`config.mk`:
```
export PLATFORM = sky130hd
export DESIGN_NAME = sr_latch_driver
export DESIGN_NICKNAME = d
export VERILOG_FILES = /design/src/rtl/sr_latch_driver.sv
export SDC_FILE = /design/constraint.sdc
export NUM_CORES = 1
export LEC_CHECK = 0
export CAP_MARGIN = 20
export CORE_MARGIN = 2
export CORE_UTILIZATION = 43
export DETAILED_ROUTE_END_ITERATION = 7
export PLACE_DENSITY = 0.71
export SLEW_MARGIN = 30
export SYNTH_ARGS = -nofsm -noshare
export SYNTH_HDL_FRONTEND = slang
export SYNTH_SLANG_ARGS = --single-unit
```
`constraint.sdc`:
```
create_clock -name clk -period 1.55 [get_ports clk]
set_input_delay 0.3875 -clock clk [delete_from_list [all_inputs] [get_ports clk]]
set_output_delay 0.3875 -clock clk [all_outputs]
set_load 0.01 [all_outputs]
```
`src/rtl/sr_latch_driver.sv`:
```
// sr_latch_driver: sequences non-overlapping set/reset pulses into a
// level-sensitive SR latch, then samples the latch readback to confirm the
// new state. Requests are accepted one at a time on a valid/ready handshake.
module sr_latch_driver #(
  parameter int PULSE_W        = 2,     // cycles s or r is held high (>=1)
  parameter int CHK_W          = 1,     // settle cycles before readback (>=1)
  parameter int GAP_W          = 1,     // cycles after done before ready (>=0)
  parameter bit SKIP_REDUNDANT = 1'b1   // skip pulse when latch already holds dir
) (
  input  logic clk,
  input  logic rst,
  input  logic req_valid,
  output logic req_ready,
  input  logic req_set,
  output logic s,
  output logic r,
  input  logic q_fb,
  input  logic q_bar_fb,
  output logic done,
  output logic err,
  output logic state_q,
  output logic state_known
);

  localparam int MAX_PW = (PULSE_W > CHK_W) ? ((PULSE_W > GAP_W) ? PULSE_W : GAP_W)
                                            : ((CHK_W > GAP_W) ? CHK_W : GAP_W);
  localparam int CNT_W  = $clog2(MAX_PW) + 1;

  // Counters hold "cycles remaining minus one" so the last cycle is cnt == 0.
  localparam logic [CNT_W-1:0] PULSE_LD = CNT_W'(PULSE_W - 1);
  localparam logic [CNT_W-1:0] CHK_LD   = CNT_W'(CHK_W - 1);
  localparam logic [CNT_W-1:0] GAP_LD   = CNT_W'((GAP_W > 0) ? (GAP_W - 1) : 0);

  typedef enum logic [1:0] {
    ST_IDLE,
    ST_PULSE,
    ST_SETTLE,
    ST_GAP
  } fsm_e;

  // With no gap the done cycle is already an IDLE cycle.
  localparam fsm_e AFTER_DONE = (GAP_W > 0) ? ST_GAP : ST_IDLE;

  fsm_e             fsm_q, fsm_d;
  logic [CNT_W-1:0] cnt_q, cnt_d;
  logic             dir_q, dir_d;
  logic             s_q, s_d;
  logic             r_q, r_d;
  logic             done_q, done_d;
  logic             err_q, err_d;
  logic             state_d;
  logic             known_q, known_d;

  logic xfer;
  logic skip;
  logic last;
  logic sample_pass;

  assign req_ready   = (fsm_q == ST_IDLE);
  assign xfer        = req_valid && req_ready;
  assign skip        = SKIP_REDUNDANT && known_q && (req_set == state_q);
  assign last        = (cnt_q == '0);
  // Case equality so that a floating or unknown readback counts as a failure.
  assign sample_pass = (q_fb === dir_q) && (q_bar_fb === ~dir_q);

  assign s           = s_q;
  assign r           = r_q;
  assign done        = done_q;
  assign err         = err_q;
  assign state_known = known_q;

  // State register: FSM, counter, latched direction and all registered outputs.
  // NOTE: sequential state uses non-blocking assignments so every flop samples
  // the pre-edge values, independent of statement order.
  always_ff @(posedge clk or posedge rst) begin
    if (rst) begin
      fsm_q   <= ST_IDLE;
      cnt_q   <= '0;
      dir_q   <= 1'b0;
      s_q     <= 1'b0;
      r_q     <= 1'b0;
      done_q  <= 1'b0;
      err_q   <= 1'b0;
      state_q <= 1'b0;
      known_q <= 1'b0;
    end else begin
      fsm_q   <= fsm_d;
      cnt_q   <= cnt_d;
      dir_q   <= dir_d;
      s_q     <= s_d;
      r_q     <= r_d;
      done_q  <= done_d;
      err_q   <= err_d;
      state_q <= state_d;
      known_q <= known_d;
    end
  end

  // Next-state logic: walk IDLE -> PULSE -> SETTLE -> GAP, timing each phase.
  // NOTE: every signal gets a default before the case so no path leaves it
  // unassigned, which would otherwise infer a latch.
  always_comb begin
    fsm_d = fsm_q;
    cnt_d = cnt_q;
    dir_d = dir_q;
    unique case (fsm_q)
      ST_IDLE: begin
        if (xfer) begin
          dir_d = req_set;
          if (skip) begin
            fsm_d = AFTER_DONE;
            cnt_d = GAP_LD;
          end else begin
            fsm_d = ST_PULSE;
            cnt_d = PULSE_LD;
          end
        end
      end
      ST_PULSE: begin
        if (last) begin
          fsm_d = ST_SETTLE;
          cnt_d = CHK_LD;
        end else begin
          cnt_d = cnt_q - CNT_W'(1);
        end
      end
      ST_SETTLE: begin
        if (last) begin
          fsm_d = AFTER_DONE;
          cnt_d = GAP_LD;
        end else begin
          cnt_d = cnt_q - CNT_W'(1);
        end
      end
      ST_GAP: begin
        if (last) begin
          fsm_d = ST_IDLE;
        end else begin
          cnt_d = cnt_q - CNT_W'(1);
        end
      end
      default: begin
        fsm_d = ST_IDLE;
      end
    endcase
  end

  // Output logic: registered drive, completion pulse and confirmed latch state.
  always_comb begin
    s_d     = 1'b0;
    r_d     = 1'b0;
    done_d  = 1'b0;
    err_d   = 1'b0;
    state_d = state_q;
    known_d = known_q;
    // s and r are complementary copies of dir only while pulsing, so they can
    // never both be high and every phase change passes through s=r=0.
    if (fsm_d == ST_PULSE) begin
      s_d = dir_d;
      r_d = ~dir_d;
    end
    if ((fsm_q == ST_IDLE) && xfer && skip) begin
      done_d = 1'b1;
    end
    if ((fsm_q == ST_SETTLE) && last) begin
      done_d = 1'b1;
      if (sample_pass) begin
        state_d = dir_q;
        known_d = 1'b1;
      end else begin
        err_d   = 1'b1;
        known_d = 1'b0;
      end
    end
  end

endmodule

```
==> results by group <==
Cells and area
  – Most frequent cells in the layout: 11 x dfrtp_1, 11 x buf_4, 7 x nand2_1, 7 x clkdlybuf4s50_1, 6 x inv_1
  – Layout cell share with drive strength beyond 1: slightly below 30%
  – Layout area overhead: 40.35%
  – Diode count: 0
  – Final Util: 66.73%
  – Final Net Count: just over 100

Pwr
  – Power Dens Cells: between 1500 and 2000 nW/um^2
  – Total chip power: between 1.5 and 2 mW
  – Peak supply drop: 0.9759 mV
  – Leak: approximately 0.45 nW

Min path
  – Hold Path Class: in2async

Yosys
  – Ys flop type: dfrtp_1
  – Post-Synth XOR/XNOR Area: under 10%
  – Avg Inst Size Synth: approximately 10 sq um
  – Post-synth EDFFs: 0
  – Yosys cell types: 24
  – Area contributors post-synth: dfrtp_1 43%, ha_1 16%, a32oi_2 5.1%, inv_1 4.1%, nand2_1 4.1%
  – Compound-Gate Fraction of Synth Area: ~16%
  – Ys Warns: 0
  – Yosys top cell by area: dfrtp_1
  – Async SR Flop Fraction: 100.0%
  – Yosys reg bits: 11
  – Syn nets: 76
  – Gate Count Post-Synth: between 60 and 70
  – Yosys top cell area share: a little over two fifths
  – Post-synthesis simple-gate area fraction: between 15 and 20%
  – Seq/Total Area, Yosys: between 40 and 50%
  – Mux cell area share after synthesis: about 3.5%
  – Synth Area in Adders: between 10% and 20%
  – Synth Cell Area: roughly 640 sq um
  – Main combinational cell family by area after synthesis: compound AO/OA/AOI/OAI gates

Worst setup path
  – CP arrival: about 1.1 ns
  – Reg2reg setup slack: ~0.11 ns
  – Critical path required time: between 1 and 1.5 ns
  – Family with the most delay on the worst path: buffers and inverters
  – Slowest CP cell: clkdlybuf4s50_1
  – Critical path class: reg2out
  – Crit path largest cell delay: roughly 0.53 ns
  – R2R Path End: s
  – Worst path bufs/invs: 1
  – FF-to-FF Start: fsm_q[0]
  – Worst reg2reg path depth: 7
  – Worst Setup Start Kind: flop
  – CP Cell Sequence: clkdlybuf4s50_1
  – CP Capture Type: output port
  – CP max FO: 1

STA
  – Max-Slew Margin vs Limit: between 70% and 80%
  – Fin. Hold Viols: 0
  – Setup TNS: 0 ns
  – Final Cycle Share: a little over nine tenths
  – Fmax achieved: between 600 and 700 MHz
  – Pins Over Slew Limit: 0
  – RSZ-0062 raised after global routing: false
  – Clock Skew: approximately 0.00087 ns
  – Tmin final: 1.507 ns
  – Final Setup Violations: 0
  – Worst-margin pin slew: 0.4075 ns

Route
  – Pre-antenna DRT Iters: 3
  – Vias: between 500 and 600
  – DRC viols: 0
  – WL final: 1.263 mm
  – First DRT Iteration DRCs: 5
  – Post-DR vias/cell: around 5.3
  – Routed length per placed instance: between 10 and 15 microns
  – Antenna Nets Post-Route: 0

Clock network
  – Cts bufs inserted: 3
  – Post-CTS Setup Repair Bufs: 0
  – H-Tree Depth: 1
  – Hold buffer count at CTS: 0
  – CTS root buf: clkbuf_4
  – Clk sinks: 11
  – Worst-case clock buffer depth: 2
  – Clock Latency Late Sink: 0.26 ns
  – TritonCTS clock tree: yes
  – Clk slew on worst S/H paths: around 0.060 ns

Global routing
  – Overall routing resource usage: between 10% and 20%
  – Vias in the first global route: ~490
  – GRT overflow: 0
  – First-pass GRT wire length: 2.090 mm
  – Pin count of the biggest net entering global routing: 12
  – Initial antenna violation count: 0

Run status
  – Run status: finished clean

Floorplanning
  – Initial core utilization: between 40% and 50%
  – Core Region: approximately 1400 sq um
  – Die width: approximately 43 microns
  – Row Count: 13
  – Total die area: 1818 sq um
  – Die Y-Extent: between 40 and 50 microns
  – Num ports: 13

Placement
  – Placer Congestion: approximately 0.82
  – Dpl hpwl: about 1.0 mm
  – I/O Buffers: 12

Run
  – Max capacitance violation total: 0
per-stage QoR:
stage / cells / area, sq um / hold slack, ns / worst slack, ns
after floorplan: 62 / 641.9 / 0.2399 / 0.09148
after global placement: 99 / 858.3 / 0.5135 / -0.2153
after detailed placement: 99 / 858.3 / 0.5222 / -0.1973
after CTS: 103 / 882.1 / 0.4410 / 0.001621
after global routing: 103 / 900.9 / 0.4649 / 0.004987
final: 103 / 900.9 / 0.4258 / 0.04340
Yosys cell counts, drive strengths merged, types with 2 or more instances:
library cell / count
dfrtp: 11
inv: 7
nand2: 7
ha: 8
nor2: 4
a21oi: 2
a31oi: 2
o22ai: 2
nor3b: 2
mux2: 2
a32oi: 2
nor2b: 2
registers in the layout, indices dropped and copies added (netlist names):
register / count
cnt_q: 2
done: 1
state_q: 1
dir_q: 1
s: 1
r: 1
state_known: 1
fsm_q: 2
err: 1
power by group:
group	leakage [nW]	switching (mW)	total, mW	internal [mW]
clock	0.0150	0.0855	0.185	0.0995
combinational	0.298	0.544	1.14	0.598
sequential	0.141	0.0653	0.467	0.402
routing by layer:
| layer | global-route usage, % | routed length, microns |
|---|---|---|
| met4 | 1.875 | 0 |
| met3 | 8.190 | 64 |
| met5 | 0 | 0 |
| met2 | 28.18 | 665 |
| met1 | 16.85 | 533 |
worst max-delay path by stage:
| stage | cells after the start | from | endpoint | slack [ns] |
|---|---|---|---|---|
| 2_1_floorplan | 5 | cnt_q[0] | cnt_q[0] | 0.09 |
| 3_3_place_gp | 5 | req_set | s | -0.22 |
| 3_5_place_dp | 5 | req_set | s | -0.20 |
| 4_1_cts | 3 | fsm_q[1] | req_ready | 0.002 |
| 5_1_grt | 1 | s | s | 0.005 |
| 6_report | 1 | s | s | 0.04 |
cells by family after synthesis:
group / count (synthesis)
simple gates: 19
compound gates: 13
flops: 11
buf+inv: 8
fa+ha+maj: 8
mux: 2
xor+xnor: 1
repair_timing:
action                                 in CTS  in global routing
setup endpoints to repair                   3                  6
gates resized for setup                     4                  9
endpoints found under the hold margin       0                  0
layout make-up:
cell class / instances / area, sq um
Fill cell: 116 / 449.2
Multi-Input combinational cell: 43 / 354.1
Sequential cell: 11 / 275.3
Timing Repair Buffer: 23 / 200.2
Clock buffer: 4 / 26.28
Inverter: 7 / 26.28
Tap cell: 15 / 18.77
(Power assumes the default switching activity.)
